## config.mk

```make
export PLATFORM = sky130hd
export DESIGN_NAME = fetch_stage
export DESIGN_NICKNAME = d
export VERILOG_FILES = /design/src/rtl/pipeline_pkg.sv /design/src/rtl/pc_reg.sv /design/src/rtl/fetch_stage.sv
export SDC_FILE = /design/constraint.sdc
export NUM_CORES = 1
export LEC_CHECK = 0
export BUFFER_PORTS_ARGS = -buffer_cell sky130_fd_sc_hd__buf_2
export CAP_MARGIN = 20
export CORE_MARGIN = 5
export CORE_UTILIZATION = 45
export DETAILED_ROUTE_END_ITERATION = 8
export MAX_ROUTING_LAYER = met4
export PLACE_DENSITY_LB_ADDON = 0.08
export SETUP_SLACK_MARGIN = 0.4
export SYNTH_ARGS = -nofsm -noshare
export SYNTH_HDL_FRONTEND = slang
export SYNTH_SLANG_ARGS = --single-unit
```

## constraint.sdc

```tcl
create_clock -name clk -period 5.9 [get_ports clk]
set_clock_uncertainty 0.15 [all_clocks]
set_input_delay 0.295 -clock clk [delete_from_list [all_inputs] [get_ports clk]]
set_output_delay 0.295 -clock clk [all_outputs]
set_load 0.05 [all_outputs]
```

## src/rtl/pipeline_pkg.sv

```systemverilog
// Shared constants for the 5-stage RISC-V pipeline: widths, bubble encoding
// and register-field positions within an instruction word.
package pipeline_pkg;

    localparam int XLEN      = 64;
    localparam int INSTR_W   = 32;
    localparam int REG_IDX_W = 5;
    localparam int RS1_LSB   = 15;
    localparam int RS2_LSB   = 20;
    localparam int PERF_W    = 32;

    localparam logic [INSTR_W-1:0] NOP_INSTR = 32'h0000_0013;

    function automatic logic [REG_IDX_W-1:0] rs1_of(input logic [INSTR_W-1:0] instr);
        return instr[RS1_LSB +: REG_IDX_W];
    endfunction

    function automatic logic [REG_IDX_W-1:0] rs2_of(input logic [INSTR_W-1:0] instr);
        return instr[RS2_LSB +: REG_IDX_W];
    endfunction

endpackage

```

## src/rtl/pc_reg.sv

```systemverilog
// Program counter: sequential +4 advance, EX-stage redirect and stall hold.
module pc_reg #(
    parameter int               XLEN     = pipeline_pkg::XLEN,
    parameter logic [XLEN-1:0]  RESET_PC = '0
) (
    input  logic            clk,
    input  logic            reset,
    input  logic            pc_write,
    input  logic            branch_taken,
    input  logic [XLEN-1:0] branch_target,
    output logic [XLEN-1:0] pc
);
    import pipeline_pkg::*;

    logic [XLEN-1:0] pc_d;
    logic [XLEN-1:0] pc_q;

    // Instructions are word aligned, so the low target bits are dropped.
    logic [1:0] unused_target_lsbs;
    assign unused_target_lsbs = branch_target[1:0];

    always_comb begin
        pc_d = pc_q;
        if (branch_taken) begin
            pc_d = {branch_target[XLEN-1:2], 2'b00};
        end else if (pc_write) begin
            pc_d = pc_q + XLEN'(4);
        end
    end

    always_ff @(posedge clk) begin
        if (reset) begin
            pc_q <= RESET_PC;
        end else begin
            pc_q <= pc_d;
        end
    end

    assign pc = pc_q;

endmodule

```

## src/rtl/fetch_stage.sv

```systemverilog
// Instruction fetch stage with the IF/ID pipeline register.
// Define FETCH_PERF_EN to build the stall/flush performance counters.
module fetch_stage #(
    parameter int                               XLEN      = pipeline_pkg::XLEN,
    parameter logic [XLEN-1:0]                  RESET_PC  = '0,
    parameter logic [pipeline_pkg::INSTR_W-1:0] NOP_INSTR = pipeline_pkg::NOP_INSTR
) (
    input  logic                                 clk,
    input  logic                                 reset,
    input  logic                                 PC_Write,
    input  logic                                 If_id_write,
    input  logic                                 branch_taken,
    input  logic [XLEN-1:0]                      branch_target,
    output logic [XLEN-1:0]                      imem_addr,
    input  logic [pipeline_pkg::INSTR_W-1:0]     imem_rdata,
    output logic [XLEN-1:0]                      if_id_pc,
    output logic [pipeline_pkg::INSTR_W-1:0]     if_id_instr,
    output logic                                 if_id_valid,
    output logic [pipeline_pkg::REG_IDX_W-1:0]   if_id_rs1,
    output logic [pipeline_pkg::REG_IDX_W-1:0]   if_id_rs2,
    output logic [pipeline_pkg::PERF_W-1:0]      stall_cycles,
    output logic [pipeline_pkg::PERF_W-1:0]      flush_count
);
    import pipeline_pkg::*;

    logic [XLEN-1:0]    pc;
    logic [XLEN-1:0]    if_id_pc_d,    if_id_pc_q;
    logic [INSTR_W-1:0] if_id_instr_d, if_id_instr_q;
    logic               if_id_valid_d, if_id_valid_q;

    pc_reg #(
        .XLEN     (XLEN),
        .RESET_PC (RESET_PC)
    ) u_pc_reg (
        .clk           (clk),
        .reset         (reset),
        .pc_write      (PC_Write),
        .branch_taken  (branch_taken),
        .branch_target (branch_target),
        .pc            (pc)
    );

    assign imem_addr = pc;

    // A redirect squashes the wrong-path word even while the hazard unit stalls.
    always_comb begin
        if_id_pc_d    = if_id_pc_q;
        if_id_instr_d = if_id_instr_q;
        if_id_valid_d = if_id_valid_q;
        if (branch_taken) begin
            if_id_pc_d    = '0;
            if_id_instr_d = NOP_INSTR;
            if_id_valid_d = 1'b0;
        end else if (If_id_write) begin
            if_id_pc_d    = pc;
            if_id_instr_d = imem_rdata;
            if_id_valid_d = 1'b1;
        end
    end

    always_ff @(posedge clk) begin
        if (reset) begin
            if_id_pc_q    <= '0;
            if_id_instr_q <= NOP_INSTR;
            if_id_valid_q <= 1'b0;
        end else begin
            if_id_pc_q    <= if_id_pc_d;
            if_id_instr_q <= if_id_instr_d;
            if_id_valid_q <= if_id_valid_d;
        end
    end

    assign if_id_pc    = if_id_pc_q;
    assign if_id_instr = if_id_instr_q;
    assign if_id_valid = if_id_valid_q;
    assign if_id_rs1   = rs1_of(if_id_instr_q);
    assign if_id_rs2   = rs2_of(if_id_instr_q);

`ifdef FETCH_PERF_EN
    logic [PERF_W-1:0] stall_cycles_d, stall_cycles_q;
    logic [PERF_W-1:0] flush_count_d,  flush_count_q;

    // Both counters saturate rather than wrap.
    always_comb begin
        stall_cycles_d = stall_cycles_q;
        flush_count_d  = flush_count_q;
        if (branch_taken) begin
            if (flush_count_q != '1) flush_count_d = flush_count_q + PERF_W'(1);
        end else if (!PC_Write) begin
            if (stall_cycles_q != '1) stall_cycles_d = stall_cycles_q + PERF_W'(1);
        end
    end

    always_ff @(posedge clk) begin
        if (reset) begin
            stall_cycles_q <= '0;
            flush_count_q  <= '0;
        end else begin
            stall_cycles_q <= stall_cycles_d;
            flush_count_q  <= flush_count_d;
        end
    end

    assign stall_cycles = stall_cycles_q;
    assign flush_count  = flush_count_q;
`else
    assign stall_cycles = '0;
    assign flush_count  = '0;
`endif

endmodule

```

==> out/metrics.yaml <==
logic_synthesis:
  synthesis.instances: 870
  seq_area_frac_synth_pct: 40.1
  syn_area_per_cell_um2: 9.02
  yosysUniqueCellTypes: 50
  synth_top_flop_cell: "dfxtp_1"
  netlist_area_um2: 7840
  yosys_register_bits: 157
  synth_edf_count: 0
  yosysWarnings: 0
  async_flop_share_pct: 0
detailed_routing:
  post-route-drc-count: 0
  drt_iter0_markers: 294
  drtPass1Iterations: 4
  vias: 7013
  ant_nets: 0
  wire_per_inst_um: 16.5
  avgViaCountPerCell: 5.00
  drt_wl_total_um: 23200
global_route:
  antenna_found_initial: 4
  grt_max_degree: 93
  met1_usage_pct: 29.6
  grtUsageMet3_pct: 4.84
  track_usage_pct: 22.8
  globalRouteMet2Util_pct: 35.6
  grt_pass1_vias: 6721
  grt-ovfl-total: 0
  top_usage_layer: "met2"
  grt_pass1_wl_um: 36300
timing:
  tightest_slew_ns: 1.07
  finalHoldViolCount: 0
  rsz0062_at_grt: "no"
  max_freq_mhz: 356
  final_max_slew_viol_count: 0
  finalSetupViolCount: 0
  period_share_pct: 47.6
  fin_tns_setup_ns: 0
  slew_headroom_pct: 29.0
  period_minus_slack_ns: 2.81
die:
  chipWidth_um: 142
  dieArea_um2: 20200
  die_y_um: 142
  coreArea_um2: 17200
  start_util_pct: 45.7
  row_count: 48
  io_pins: 336
clocking:
  cts_tree: "yes"
  htreeDepth: 4
  clkTransAtPathRegs_ns: 0.07
  cts_resized: 0
  clk_latency_ns: 0.42
  post_cts_buffers: 0
  clock-root-buffer: "clkbuf_16"
  cts_made_buffers: 17
  cts_buffer_depth: 2
  clock-sinks: 157
finish:
  area_delta_synth_final_pct: 31.1
  final_nets: 1262
  drive_gt1_share_pct: 28.5
  stdcell_area_um2: 10300
min_path:
  hp-class: "in2reg"
setup_path:
  critPathMaxStageDelay_ns: 0.57
  crit_top_cell: "or3_1"
  critPathLaunchType: "flop"
  crit_family: "simple AND/OR/NAND/NOR gates"
  crit_path_max_fanout: 6
  timing.critical_path.arrival_ns: 2.96
  path_class: "reg2reg"
  path_buf_inv: 0
  cpMaxStageDelayCell: "or3_1"
  required_ns: 6.05
  cp-end-kind: "flop"
  crit_path_cell_trace: "ha_1 -> nand4_1 -> or3_1 -> nor4_2 -> nor2_1 -> or3_1"
placement:
  hpwl_um: 16100
  place_congestion: 0.782
  placed_area_um2: 8860
  port_buffers: 265
power:
  peakVddDrop_uv: 184
  leakage_nw: 4.62
  p_per_area_nw_per_um2: 280
run_status:
  status: "completed"
flow_run:
  max-cap-violations: 0
-- tightest hold or removal path, stage by stage --
cell and delay, ns:
buf_2 0.08, mux2i_1 0.06, nor2_1 0.09
-- synth_stat cells (9+ instances only) --
library cell / count / area share, %
nand2_1: 41 / 2.0
xnor2_1: 41 / 4.6
nand3_1: 18 / 1.1
nor4_2: 17 / 2.7
buf_1: 10 / 0.48
clkbuf_1: 41 / 2.0
mux2i_1: 101 / 13
buf_2: 9 / 0.57
and4_1: 15 / 1.7
a211oi_1: 39 / 3.7
dfxtp_1: 157 / 40
nand4_1: 25 / 2.0
nor3_1: 11 / 0.70
buf_4: 78 / 7.5
nor4_1: 9 / 0.72
and3_1: 12 / 0.96
nor2_1: 156 / 7.5
-- stage by stage --
step	total power (W)	setup slack [ns]	utilization (%)	hold slack, ns	cells
floorplan	0.00161	3.21	-	0.274	937
global route	0.00300	2.90	59.9	0.00128	1402
finish	0.00288	3.09	59.9	0.00931	1402
global placement	0.00169	3.19	51.6	0.295	1288
detailed placement	0.00169	3.15	51.6	0.298	1288
CTS	0.00291	3.13	59.7	0.000267	1397
-- cells in the final DEF, fill, tap and decap left out, types with 3 or more instances in the layout --
cell type / netlist / final
xor2_1: 4 / 4
a311oi_1: 6 / 6
buf_2: 9 / 264
dlygate4sd3_1: 0 / 78
or4_1: 6 / 6
dfxtp_1: 157 / 157
inv_6: 0 / 3
nand3_1: 18 / 18
a21oi_1: 8 / 8
inv_1: 8 / 8
a211oi_1: 39 / 39
bufinv_16: 0 / 3
and3_1: 12 / 12
a2111oi_0: 3 / 3
nand4_1: 25 / 25
nor3b_1: 3 / 3
nand2_1: 41 / 41
o31ai_1: 3 / 3
nor3_2: 8 / 8
diode_2: 0 / 4
conb_1: 1 / 68
nor3_1: 11 / 11
nor2_1: 156 / 156
buf_4: 78 / 4
o211ai_1: 3 / 3
clkbuf_16: 0 / 17
mux2i_1: 101 / 101
clkinv_4: 0 / 4
or3_1: 8 / 8
nor4_1: 9 / 9
nor4_2: 17 / 17
xnor2_1: 41 / 41
and4_1: 15 / 15
-- cells by family after synthesis --
| group | count (synthesis) | synth area share, % |
|---|---|---|
| mux | 101 | 12.9 |
| other cells | 1 | 0.0478 |
| compound gates | 70 | 6.49 |
| simple gates | 344 | 23.8 |
| fa+ha+maj | 1 | 0.159 |
| flops | 157 | 40.1 |
| buf+inv | 151 | 11.5 |
| xor+xnor | 45 | 5.02 |
-- final timing paths --
kind | start | end | slack, ns | depth (start not counted)
worst max-delay path | u_pc_reg.pc[2] | u_pc_reg.pc[56] | 3.09 | 6
worst min-delay path | imem_rdata[9] | if_id_instr[9] | 0.009 | 3
worst max register to register | u_pc_reg.pc[2] | u_pc_reg.pc[56] | 3.09 | 6
worst min register to register | if_id_valid | if_id_valid | 0.32 | 2
-- cell type report --
cell class,instances,area (um2)
antenna,4,10.0
clock buffer,19,453
clock inverter,13,178
fill,1587,6900
inverter,9,33.8
multi-input combinational,629,4050
sequential,157,3140
tap,225,282
timing repair buffer,346,2130
-- timing repair --
action	CTS	global route
hold buffers	77	1
endpoints found under the hold margin	77	1
setup endpoints to repair	0	0
-- routing by layer --
metal | share of wire, % | vias up | routed length, um
met5 | 0 | - | 0
met4 | 1.4 | 0 | 320
met3 | 7.0 | 21 | 1630
met2 | 48 | 241 | 11100
met1 | 44 | 3255 | 10100
li1 | - | 3496 | -
-- report_power, final --
group	internal (W)	switching, W
combinational	0.000156	0.000388
clock	0.000698	0.000470
sequential	0.00111	0.0000638
(Power assumes the default switching activity.)
